**config.mk**
```make
export PLATFORM = sky130hd
export DESIGN_NAME = param_alu
export DESIGN_NICKNAME = d
export VERILOG_FILES = /design/src/rtl/param_alu.sv
export SDC_FILE = /design/constraint.sdc
export NUM_CORES = 1
export LEC_CHECK = 0
export BUFFER_PORTS_ARGS = -buffer_cell sky130_fd_sc_hd__buf_2
export CAP_MARGIN = 15
export CORE_UTILIZATION = 40
export DETAILED_ROUTE_END_ITERATION = 7
export SYNTH_ARGS = -nofsm -noshare
export SYNTH_HDL_FRONTEND = slang
export SYNTH_SLANG_ARGS = --single-unit
```
**constraint.sdc**
```tcl
create_clock -name clk -period 5.4 [get_ports clk]
set_input_delay 0.81 -clock clk [delete_from_list [all_inputs] [get_ports clk]]
set_output_delay 0.81 -clock clk [all_outputs]
set_load 0.03 [all_outputs]
```
**src/rtl/param_alu.sv**
```systemverilog
// Parameterized ALU: single-cycle ADD/AND/XOR (and SUB), multi-cycle unsigned MUL.
// Optional subtract opcode is enabled by defining PARAM_ALU_SUB_EN.
module param_alu #(
    parameter int WIDTH       = 8,
    parameter int MULT_STAGES = 3
) (
    input  logic               clk,
    input  logic               reset_n,
    input  logic [WIDTH-1:0]   A,
    input  logic [WIDTH-1:0]   B,
    input  logic [2:0]         op,
    input  logic               start,
    output logic               busy,
    output logic               done,
    output logic [2*WIDTH-1:0] result,
    output logic               err,
    output logic               overrun
);

    localparam int RW = 2 * WIDTH;
    localparam int CW = (MULT_STAGES > 1) ? $clog2(MULT_STAGES) : 1;
    localparam logic [CW-1:0] CNT_LOAD = CW'(MULT_STAGES - 1);

    localparam logic [0:0] S_IDLE = 1'b0;
    localparam logic [0:0] S_MUL  = 1'b1;

    localparam logic [2:0] OP_NOP = 3'b000;
    localparam logic [2:0] OP_ADD = 3'b001;
    localparam logic [2:0] OP_AND = 3'b010;
    localparam logic [2:0] OP_XOR = 3'b011;
    localparam logic [2:0] OP_MUL = 3'b100;
    localparam logic [2:0] OP_SUB = 3'b101;

    logic [0:0]       state_q, state_d;
    logic [CW-1:0]    cnt_q, cnt_d;
    logic [WIDTH-1:0] a_q, a_d, b_q, b_d;
    logic             done_q, done_d;
    logic             err_q, err_d;
    logic             ovr_q, ovr_d;
    logic [RW-1:0]    result_q, result_d;

    logic             req, ill;
    logic [RW-1:0]    ext_a, ext_b, mul_a, mul_b, prod, alu;

    always_comb begin
        req   = start && (op != OP_NOP);
        ext_a = {{WIDTH{1'b0}}, A};
        ext_b = {{WIDTH{1'b0}}, B};
        // Single-stage multiply works on the live operands; otherwise on the latched copies.
        mul_a = (MULT_STAGES == 1) ? ext_a : {{WIDTH{1'b0}}, a_q};
        mul_b = (MULT_STAGES == 1) ? ext_b : {{WIDTH{1'b0}}, b_q};
        prod  = mul_a * mul_b;

        alu = '0;
        ill = 1'b0;
        case (op)
            OP_ADD: alu = ext_a + ext_b;
            OP_AND: alu = ext_a & ext_b;
            OP_XOR: alu = ext_a ^ ext_b;
            OP_MUL: alu = prod;
`ifdef PARAM_ALU_SUB_EN
            OP_SUB: alu = ext_a - ext_b;
`else
            OP_SUB: ill = 1'b1;
`endif
            default: ill = 1'b1;
        endcase
    end

    always_comb begin
        state_d  = state_q;
        cnt_d    = cnt_q;
        a_d      = a_q;
        b_d      = b_q;
        done_d   = 1'b0;
        err_d    = 1'b0;
        ovr_d    = 1'b0;
        result_d = result_q;
        case (state_q)
            S_IDLE: begin
                if (req) begin
                    if (op == OP_MUL && MULT_STAGES > 1) begin
                        state_d = S_MUL;
                        cnt_d   = CNT_LOAD;
                        a_d     = A;
                        b_d     = B;
                    end else begin
                        done_d   = 1'b1;
                        err_d    = ill;
                        result_d = ill ? '0 : alu;
                    end
                end
            end
            default: begin
                // Requests arriving mid-multiply are dropped and flagged next cycle.
                ovr_d = req;
                if (cnt_q == CW'(1)) begin
                    state_d  = S_IDLE;
                    cnt_d    = '0;
                    done_d   = 1'b1;
                    result_d = prod;
                end else begin
                    cnt_d = cnt_q - CW'(1);
                end
            end
        endcase
    end

    always_ff @(posedge clk or negedge reset_n) begin
        if (!reset_n) begin
            state_q  <= S_IDLE;
            cnt_q    <= '0;
            a_q      <= '0;
            b_q      <= '0;
            done_q   <= 1'b0;
            err_q    <= 1'b0;
            ovr_q    <= 1'b0;
            result_q <= '0;
        end else begin
            state_q  <= state_d;
            cnt_q    <= cnt_d;
            a_q      <= a_d;
            b_q      <= b_d;
            done_q   <= done_d;
            err_q    <= err_d;
            ovr_q    <= ovr_d;
            result_q <= result_d;
        end
    end

    assign busy    = (state_q == S_MUL);
    assign done    = done_q;
    assign err     = err_q;
    assign overrun = ovr_q;
    assign result  = result_q;

endmodule

```
### Yosys cells after proc, flatten, opt, wreduce, memory -nomap -nowiden

Cells that the tools add are included.

* logic and storage cells: 52
* bits in registers: 38
* output and inout bits: 20

* bitwise gates (word level): 3
* add/subtract/negate cells: 2
* multipliers: 1
* equality and inequality tests: 7
* reduce and logical (&&, ||, !) cells: 8
* multiplexer cells: 23

Operator list (number)
* $mux W16: 5
* $pmux W9 S3: 1
* $mul A8 B8 Y16: 1
* $mux W1: 13
* $add A8 B8 Y9: 1
* $and A8 B8 Y8: 1
* $mux W2: 4
* $xor A8 B8 Y8: 1
* $eq A3 B2 Y1 const B: 2
* $reduce_and A3 Y1: 2
* $reduce_bool A2 Y1: 2
* $reduce_or A4 Y1: 1
* $eq A3 B1 Y1 const B: 1
* $eq A3 B3 Y1 const B: 1
* $reduce_bool A3 Y1: 1
* $eq A2 B1 Y1 const B: 1
* $ne A2 B1 Y1 const B: 1
* $ne A2 B2 Y1 const B: 1
* $reduce_and A2 Y1: 1
* $sub A2 B1 Y2 const B: 1
* $logic_and A1 B1 Y1: 1
* $not A1 Y1: 1

### Longest topological paths before layout

Gate-level depths: netlist of the first run.

* word-level depth: 6
* mapped depth: 15
* gate-level depth less buffers: 15

### Worst setup path before layout of the first run

OpenSTA, ideal clock, no wires.

* path kind: register -> register
* start point: register b_q[7]
* end point: register result_q[10], in the netlist result[10]
* slack: 1.161 ns
* period minus slack after synthesis: 4.239 ns
* arrival time: 4.118 ns
* buffers on the path: 0
* library setup time: 0.122 ns
* cell stages (with the launch flop): 15
* cell sequence: dfrtp_1 > nand2_1 > fa_1 > fa_1 > inv_1 > fa_1 > inv_1 > fa_1 > inv_1 > ha_1 > a21oi_1 > nand2_1 > o211a_4 > or3_1 > a32o_1

* word-level cells in the longest chain between the ends: 3

Ends and longest elaborated chain
* from (decl): RTL line 36 `logic [WIDTH-1:0] a_q, a_d, b_q, b_d;`
* from (signal assigned): RTL line 114 `b_q <= '0;`
* from (signal assigned): RTL line 123 `b_q <= b_d;`
* $mul A8 B8 Y16: RTL line 52 `prod = mul_a * mul_b;`
* $mux W16: RTL line 97 `if (cnt_q == CW'(1)) begin`
* $mux W16: RTL line 79 `case (state_q)`
* to (signal assigned): RTL line 127 `result_q <= result_d;`
* to (decl): RTL line 40 `logic [RW-1:0] result_q, result_d;`

No other way between the ends. The select of a mux whose other input is x is not followed.
A chain may end at the register's enable or synchronous reset.

### Worst setup path in the final report of the first run

* start point: register b_q[4]
* end point: register result_q[14], in the netlist result[14]

Same word-level chain as after synthesis.

==> qor.csv, run 1 <==
stage,metric,value,unit
placed_design,place.gp.congestion,0.858,
clock_network,cts_hold_buf,0,
route,dr.pass1.iters,4,
worst_setup_path,critPathTopFamily,adder cells,
sta,slew_headroom,0.414,
clock_network,clkTransAtPathRegs,0.08,ns
worst_setup_path,crit_start,b_q[4]$_DFFE_PN0P_,
worst_setup_path,critPathBufInv,3,
synth,ys_async_sr_fraction,1.00,
synth,ys_warn_count,0,
synth,synth_nets,536,
synth,ys_seq_area_frac,0.229,
worst_setup_path,cpPeakStageDelay,0.55,ns
job,maxCapViolCount,0,
finish,antennaDiodeCount,0,
route,vias,3187,
clock_network,htree_levels,2,
finish,nets,573,
sta,fmax,221,MHz
route,dr.first_iter.drc_count,122,
worst_setup_path,cp_data_required_time,5.60,ns
synth,synth_top_area_frac,0.229,
die,io_pins,42,
die,coreArea,9910,um2
clock_network,cts_tree,built,
sta,period_share,0.839,
sta,finalHoldViolCount,0,
synth,synth_top_cell_by_area,dfrtp_1,
clock_network,cts_inserted_buffers,5,
finish,fin_util,0.463,
global_routing,gr-total-overflow,0,
finish,final_cell_mix,"and2_1, inv_1, ha_1",
clock_network,postCtsSetupRepairBufs,0,
clock_network,clock-sinks,38,
placed_design,port-buffer-count,41,
route,ant_nets,0,
finish,stdcell_area,4580,um2
worst_hold_path,hold_start,result[11]$_DFFE_PN0P_,
placed_design,dp.cells,595,
placed_design,hpwl,7.83,mm
synth,synthTopCellsByArea,"dfrtp_1, fa_1, ha_1",
clock_network,clockBufferDepth,2,
worst_setup_path,critPathKind,reg2reg,
finish,areaGrowthSynthToFinish,10.5,%
global_routing,grt_max_degree,39,
synth,yosysUniqueCellTypes,56,
synth,syn_area,4150,um2
clock_network,clk_latency,0.29,ns
die,fp.dieW,104,um
worst_setup_path,regToRegStartpoint,b_q[4]$_DFFE_PN0P_,
worst_setup_path,cp_cell_sequence,"nand2_1, fa_1, fa_1, inv_1, fa_1, inv_1, fa_1, inv_1, ha_1, a21oi_1, nand2_1, o211a_4, or4_1, o211ai_1",
route,wl_per_cell,16.3,um
synth,synth_edf_count,0,
worst_setup_path,crit_arrival,4.74,ns
sta,finalSetupViolations,0,
worst_setup_path,cp-start-kind,flip-flop,
synth,ys_seq_elements,38,
global_routing,antenna_found_initial,0,
finish,n_fill_cell,982,
sta,post-route-min-period,4.53,ns
clock_network,cts-root-buf,clkbuf_8,
global_routing,grt_pass1_wl,16.9,mm
die,start_util,0.419,
clock_network,cts_resized,0,
placed_design,dpl_cell_area,4470,um2
finish,final_common_cell,and2_1,
global_routing,track_usage,0.196,
sta,tns,0,ns
worst_setup_path,end_kind,flip-flop,
worst_hold_path,hp-class,reg2reg,
global_routing,first_global_vias,3380,
synth,synth_cells,432,
finish,finalNonFillerCells,602,
worst_setup_path,slowest_stage,fa_1,
synth,synthFlopType,dfrtp_1,
sta,fin_skew,0.00892,ns
route,viasPerCell,5.29,
synth,synth.avg_cell_area,9.60,um2
outcome,outcome,completed,
route,wirelength,9.82,mm
die,die_h,104,um
route,drc_errors,0,
worst_setup_path,crit_top_cell,fa_1,
die,dieArea,10800,um2
die,fp-row-count,36,
finish,drive_above_1_share,0.156,
sta,rsz0062_at_grt,false,
sta,worst_pin_slew,0.879,ns
sta,slew_violations,0,
worst_setup_path,crit_fanout,9,
## routing by layer
metal,track usage,part of all wire
met1,0.283,0.50
met2,0.315,0.46
met3,0.0271,0.034
met4,0.0378,0.0099
met5,0,0
## synth_stat cells, drive strengths merged, types with 6 or more instances
cell type / instances
mux2: 17
a21oi: 17
nand2: 29
buf: 6
inv: 52
dfrtp: 38
ha: 45
and2: 53
nor2: 16
nand3: 6
o21ai: 16
fa: 37
a21o: 9
## path summary, 6_finish.rpt
check / to / slack [ns] / cells past startpoint
max: result[14]$_DFFE_PN0P_ / 0.87 / 14
min: result[11]$_DFFE_PN0P_ / 0.49 / 1
max reg2reg: result[14]$_DFFE_PN0P_ / 0.87 / 14
min reg2reg: result[11]$_DFFE_PN0P_ / 0.49 / 1
max in group asynchronous: b_q[7]$_DFFE_PN0P_ / 4.21 / 1
min in group asynchronous: cnt_q[0]$_DFFE_PN0P_ / 0.64 / 1
## metrics by stage
stage | hold WS, ns | worst slack [ns]
final | 0.488 | 0.868
after global routing | 0.523 | 0.629
after CTS | 0.492 | 0.866
after detailed placement | 0.476 | 0.903
after global placement | 0.462 | 0.920
after floorplan | 0.455 | 1.16
## sequential cells by signal, summed over array words and instances, names as in the netlist
name     flops
result      16
err          1
overrun      1
busy         1
done         1
b_q          8
cnt_q        2
a_q          8
## final cells by class
type / count / area (um2) / share of cell area
Inverter: 52 / 195 / 0.0426
Multi-Input combinational cell: 331 / 2950 / 0.644
Sequential cell: 38 / 951 / 0.207
Tap cell: 133 / 166 / 0.0363
Timing Repair Buffer: 41 / 205 / 0.0448
Clock buffer: 6 / 82.6 / 0.0180
Clock inverter: 1 / 30.0 / 0.00655
## kinds of logic (layout without fill, tap and decap cells)
family / after synthesis / in the layout / synth area share
and+or+nand+nor: 140 / 140 / 0.188
adders and majority gates: 82 / 82 / 0.314
AOI/OAI and AO/OA: 80 / 80 / 0.137
buffers and inverters: 63 / 100 / 0.0591
DFF: 38 / 38 / 0.229
muxes: 21 / 21 / 0.0558
xor gates and xnor gates: 8 / 8 / 0.0169
Power of run 1 is left out: the tool's default activity adds up to more than one toggle a clock period on the data nets, which glitch-free logic cannot reach.
==> run 2, diff against run 1 <==
==> constraint.sdc (replaced) <==
create_clock -name clk -period 4.55 [get_ports clk]
set_input_delay 0.6825 -clock clk [delete_from_list [all_inputs] [get_ports clk]]
set_output_delay 0.6825 -clock clk [all_outputs]
set_load 0.03 [all_outputs]
==> run 2 against run 1 <==
Against the previous run:
- flip-flop and latch count did not move
- via count is 4.3% higher
- clock skew is 0.0049 ns lower
- register-to-register slack got worse by 0.70 ns
- sequential share of layout area decreased by 0.81 points
- non-clock buffer count up 20
- setup slack got worse by 0.70 ns
- die area unchanged
- critical path depth is the same
- critical path type unchanged
- highest routed layer unchanged
==> qor.csv, run 2 (synthesized netlist as in run 1, its figures left out) <==
stage,metric,value,unit,change
placed_design,hpwl,8.16,mm,was 7.83 mm
die,fp.dieW,104,um,unchanged
sta,tns,0,ns,unchanged
die,fp-row-count,36,,unchanged
clock_network,clockBufferDepth,2,,unchanged
finish,n_fill_cell,951,,was 982
sta,fin_skew,0.00401,ns,was 0.00892 ns
finish,register_area,961,um2,was 951 um2
finish,largest_reg_flops,16,,unchanged
route,wl_per_cell,16.5,um,was 16.3 um
sta,period_share,0.962,,was 0.839
sta,fmax,228,MHz,was 221 MHz
finish,multi_input_area,3000,um2,was 2950 um2
route,ant_nets,0,,unchanged
route,drc_errors,0,,unchanged
placed_design,dpl_cell_area,4550,um2,was 4470 um2
sta,slew_violations,0,,unchanged
die,io_pins,42,,unchanged
outcome,outcome,completed,,unchanged
worst_setup_path,crit_fanout,6,,was 9
worst_setup_path,critPathKind,reg2reg,,unchanged
sta,rsz0062_at_grt,false,,unchanged
clock_network,cts-root-buf,clkbuf_8,,unchanged
clock_network,cts_hold_buf,0,,unchanged
global_routing,antenna_found_initial,0,,unchanged
finish,antennaDiodeCount,0,,unchanged
worst_setup_path,cp_data_required_time,4.79,ns,was 5.60 ns
finish,nets,593,,was 573
clock_network,clkTransAtPathRegs,0.08,ns,about the same
die,die_h,104,um,unchanged
global_routing,gr-total-overflow,0,,unchanged
sta,slew_headroom,0.395,,was 0.414
global_routing,grt_max_degree,39,,unchanged
clock_network,cts_tree,built,,unchanged
finish,stdcell_area,4820,um2,was 4580 um2
worst_setup_path,crit_arrival,4.61,ns,was 4.74 ns
worst_setup_path,cp-start-kind,flip-flop,,unchanged
sta,finalSetupViolations,0,,unchanged
worst_setup_path,end_kind,flip-flop,,unchanged
route,dr.first_iter.drc_count,99,,was 122
clock_network,htree_levels,2,,unchanged
finish,final_common_cell,inv_1,,was and2_1
placed_design,place.gp.congestion,0.861,,was 0.858
global_routing,track_usage,0.202,,was 0.196
finish,areaGrowthSynthToFinish,16.1,%,was 10.5%
sta,finalHoldViolCount,0,,unchanged
global_routing,grt_pass1_wl,17.3,mm,was 16.9 mm
clock_network,clock-sinks,38,,unchanged
route,viasPerCell,5.33,,was 5.29
route,wirelength,10.3,mm,was 9.82 mm
finish,final_cell_mix,"inv_1, and2_1, ha_1",,"was and2_1, inv_1, ha_1"
sta,worst_pin_slew,0.907,ns,was 0.879 ns
die,dieArea,10800,um2,unchanged
route,dr.pass1.iters,4,,unchanged
job,maxCapViolCount,0,,unchanged
route,vias,3323,,was 3187
global_routing,first_global_vias,3433,,was 3380
clock_network,cts_inserted_buffers,5,,unchanged
placed_design,port-buffer-count,41,,unchanged
finish,drive_above_1_share,0.216,,was 0.156
clock_network,clk_latency,0.30,ns,was 0.29 ns
worst_hold_path,hp-class,reg2reg,,unchanged
sta,post-route-min-period,4.38,ns,was 4.53 ns
die,start_util,0.419,,unchanged
die,coreArea,9910,um2,unchanged
run 2: cell types whose count changed in the layout (fill, tap and decap cells not counted), moves of 2 or more:
cell,previous run,this run
dfrtp_1,38,30
buf_4,0,18
and2_1,53,51
ha_4,0,3
ha_1,45,42
and2_4,0,2
dfrtp_2,0,8
run 2: per-layer routing:
| layer | track usage | wire [um] | vias up |
|---|---|---|---|
| li1 | - | - | 1595 |
| met3 | 0.0334 | 498 | 15 |
| met2 | 0.317 | 4770 | 68 |
| met4 | 0.0561 | 157 | 0 |
| met5 | 0 | 0 | - |
| met1 | 0.286 | 4860 | 1645 |
run 2: what timing repair did:
item / in CTS / in global routing
resized for setup: 0 / 17
endpoints found under the hold margin: 0 / 0
setup buffers: 0 / 10
endpoints found under the setup margin: 0 / 7
run 2: final cells by class:
cell class | instances | area share
sequential | 38 | 0.199
inverter | 52 | 0.0405
clock inverter | 2 | 0.0125
multi-input combinational | 331 | 0.622
timing repair buffer | 61 | 0.0743
clock buffer | 6 | 0.0171
tap | 133 | 0.0345
run 2: critical path, cell delays in order, from the launching register on:
cell and delay, ns:
dfrtp_1 0.44, buf_4 0.17, and2_1 0.14, fa_1 0.40, fa_1 0.54, inv_1 0.05
fa_1 0.46, fa_1 0.55, inv_1 0.07, ha_1 0.36, o211ai_1 0.21, a21o_1 0.18
a21oi_1 0.11, or4_1 0.53, nand3_1 0.10
run 2: worst paths after layout:
path	startpoint	cells past startpoint	endpoint	slack (ns)
max in group asynchronous	reset_n	1	a_q[5]$_DFFE_PN0P_	3.41
setup / recovery	a_q[3]$_DFFE_PN0P_	14	result[13]$_DFFE_PN0P_	0.17
setup reg to reg	a_q[3]$_DFFE_PN0P_	14	result[13]$_DFFE_PN0P_	0.17
min in group asynchronous	reset_n	1	cnt_q[0]$_DFFE_PN0P_	0.51
hold reg to reg	result[9]$_DFFE_PN0P_	2	result[9]$_DFFE_PN0P_	0.48
hold / removal	result[9]$_DFFE_PN0P_	2	result[9]$_DFFE_PN0P_	0.48
run 2: through the flow:
stage               setup slack [ns]  utilization  instances  hold WS, ns
global placement               0.118        0.459        605        0.467
detailed placement            0.0757        0.459        605        0.469
finish                         0.173        0.486        623        0.482
global route               0.0000160        0.486        623        0.520
CTS                           0.0394        0.473        613        0.487
floorplan                      0.311            -        432        0.387
Power of run 2 is left out for the same reason.
==> run 3, diff against run 2 <==
--- a/config.mk
+++ b/config.mk
@@ -5,10 +5,11 @@
 export SDC_FILE = /design/constraint.sdc
 export NUM_CORES = 1
 export LEC_CHECK = 0
-export BUFFER_PORTS_ARGS = -buffer_cell sky130_fd_sc_hd__buf_2
 export CAP_MARGIN = 15
 export CORE_UTILIZATION = 40
 export DETAILED_ROUTE_END_ITERATION = 7
+export DONT_BUFFER_PORTS = 1
+export RECOVER_POWER = 25
 export SYNTH_ARGS = -nofsm -noshare
 export SYNTH_HDL_FRONTEND = slang
 export SYNTH_SLANG_ARGS = --single-unit
==> run 3 against run 2 <==
Against the previous run:
- first-iteration DRC count is 87% higher
- sequential share of layout area increased by 1.1 points
- global-route usage down 0.63 points
- critical path depth stayed put
- largest cell class unchanged
==> qor.csv, run 3 (synthesized netlist as in run 1, its figures left out) <==
stage,metric,value,unit,change
sta,worst_pin_slew,0.909,ns,was 0.907 ns
sta,slew_violations,0,,unchanged
worst_hold_path,hp-class,in2async,,was reg2reg
route,ant_nets,0,,unchanged
die,die_h,104,um,unchanged
clock_network,cts-root-buf,clkbuf_8,,unchanged
route,dr.first_iter.drc_count,185,,was 99
route,wirelength,9.82,mm,was 10.3 mm
sta,post-route-min-period,4.41,ns,was 4.38 ns
route,vias,3134,,was 3323
worst_setup_path,end_kind,flip-flop,,unchanged
sta,fin_skew,0.0124,ns,was 0.00401 ns
sta,period_share,0.969,,was 0.962
worst_setup_path,cp_data_required_time,4.76,ns,was 4.79 ns
sta,tns,0,ns,unchanged
job,maxCapViolCount,0,,unchanged
sta,slew_headroom,0.394,,was 0.395
clock_network,htree_levels,2,,unchanged
route,wl_per_cell,17.0,um,was 16.5 um
finish,nets,548,,was 593
finish,final_common_cell,and2_1,,was inv_1
clock_network,clock-sinks,38,,unchanged
placed_design,place.gp.congestion,0.859,,was 0.861
finish,largest_reg_flops,16,,unchanged
sta,fmax,227,MHz,was 228 MHz
die,start_util,0.419,,unchanged
die,dieArea,10800,um2,unchanged
worst_setup_path,cp-start-kind,flip-flop,,unchanged
worst_setup_path,cpPeakStageDelay,0.56,ns,was 0.55 ns
clock_network,cts_inserted_buffers,5,,unchanged
clock_network,cts_tree,built,,unchanged
finish,antennaDiodeCount,0,,unchanged
finish,drive_above_1_share,0.135,,was 0.216
global_routing,first_global_vias,3306,,was 3433
worst_setup_path,crit_arrival,4.62,ns,was 4.61 ns
worst_setup_path,cp_cell_sequence,"buf_4, and2_1, fa_1, fa_1, fa_1, inv_1, fa_1, inv_1, ha_1, o211ai_1, a21o_1, a21oi_1, or4_1, nand3_1",,"was buf_4, and2_1, fa_1, fa_1, inv_1, fa_1, fa_1, inv_1, ha_1, o211ai_1, a21o_1, a21oi_1, or4_1, nand3_1"
global_routing,track_usage,0.195,,was 0.202
die,io_pins,42,,unchanged
finish,fin_util,0.461,,was 0.486
finish,final_cell_mix,"and2_1, inv_1, ha_1",,"was inv_1, and2_1, ha_1"
sta,finalSetupViolations,0,,unchanged
global_routing,gr-total-overflow,0,,unchanged
worst_setup_path,crit_fanout,5,,was 6
global_routing,antenna_found_initial,0,,unchanged
worst_setup_path,slowest_stage,fa_1,,unchanged
finish,areaGrowthSynthToFinish,10.1,%,was 16.1%
route,drc_errors,0,,unchanged
die,coreArea,9910,um2,unchanged
sta,whs,0.0750,ns,was 0.482 ns
sta,finalHoldViolCount,0,,unchanged
global_routing,grt_pass1_wl,16.8,mm,was 17.3 mm
placed_design,port-buffer-count,0,,was 41
global_routing,grt_max_degree,39,,unchanged
clock_network,clockBufferDepth,2,,unchanged
clock_network,clkTransAtPathRegs,0.08,ns,about the same
clock_network,clk_latency,0.29,ns,was 0.30 ns
die,fp.dieW,104,um,unchanged
worst_setup_path,crit_top_cell,fa_1,,unchanged
outcome,outcome,completed,,unchanged
route,viasPerCell,5.42,,was 5.33
die,fp-row-count,36,,unchanged
placed_design,hpwl,7.90,mm,was 8.16 mm
worst_setup_path,critPathKind,reg2reg,,unchanged
route,dr.pass1.iters,4,,unchanged
sta,rsz0062_at_grt,true,,was false
==> run 3: final timing paths <==
path / start / to / slack, ns / cells after the start
min reg2reg: cnt_q[0]$_DFFE_PN0P_ / cnt_q[0]$_DFFE_PN0P_ / 0.49 / 1
max reg2reg: b_q[4]$_DFFE_PN0P_ / result[13]$_DFFE_PN0P_ / 0.14 / 14
min: reset_n / cnt_q[0]$_DFFE_PN0P_ / 0.07 / 0
max: b_q[4]$_DFFE_PN0P_ / result[13]$_DFFE_PN0P_ / 0.14 / 14
max in group asynchronous: reset_n / a_q[3]$_DFFE_PN0P_ / 4.37 / 0
min in group clk: cnt_q[0]$_DFFE_PN0P_ / cnt_q[0]$_DFFE_PN0P_ / 0.49 / 1
==> run 3: cell type report <==
class / instances / area [um2]
clock buffers: 6 / 82.6
clock inverters: 2 / 60.1
fillers: 969 / 5340
inverters: 52 / 195
multi-input cells: 331 / 2980
flip-flops and latches: 38 / 961
well taps: 133 / 166
repair buffers: 16 / 120
==> run 3: metrics by stage <==
stage	setup slack (ns)	area [um2]	cells
2_1_floorplan	0.311	4150	432
3_3_place_gp	0.128	4340	564
3_5_place_dp	0.0340	4340	564
4_1_cts	0.00504	4480	572
5_1_grt	-0.0295	4570	578
6_report	0.141	4570	578
==> run 3: critical path: cells and delay by family, from the launching register on <==
| kind | cells | cell delay, ns |
|---|---|---|
| AOI/OAI and AO/OA | 3 | 0.43 |
| adders and majority gates | 5 | 2.44 |
| buffers and inverters | 3 | 0.25 |
| DFF | 1 | 0.45 |
| and+or+nand+nor | 3 | 0.76 |
==> run 3: repair_timing <==
item | in CTS | in global routing
resized for setup | 0 | 11
hold buffers | 0 | 0
setup endpoints to repair | 0 | 7
buffers inserted | 0 | 6
==> run 3: metal layers <==
metal  GRT usage  vias up  part of all wire  wire (um)
met2       0.321       59              0.48       4720
met4      0.0398        0            0.0081         80
met5           0        -                 0          0
met1       0.269     1564              0.46       4540
met3      0.0340        9             0.048        471
li1            -     1502                 -          -
Power of run 3 is left out for the same reason.
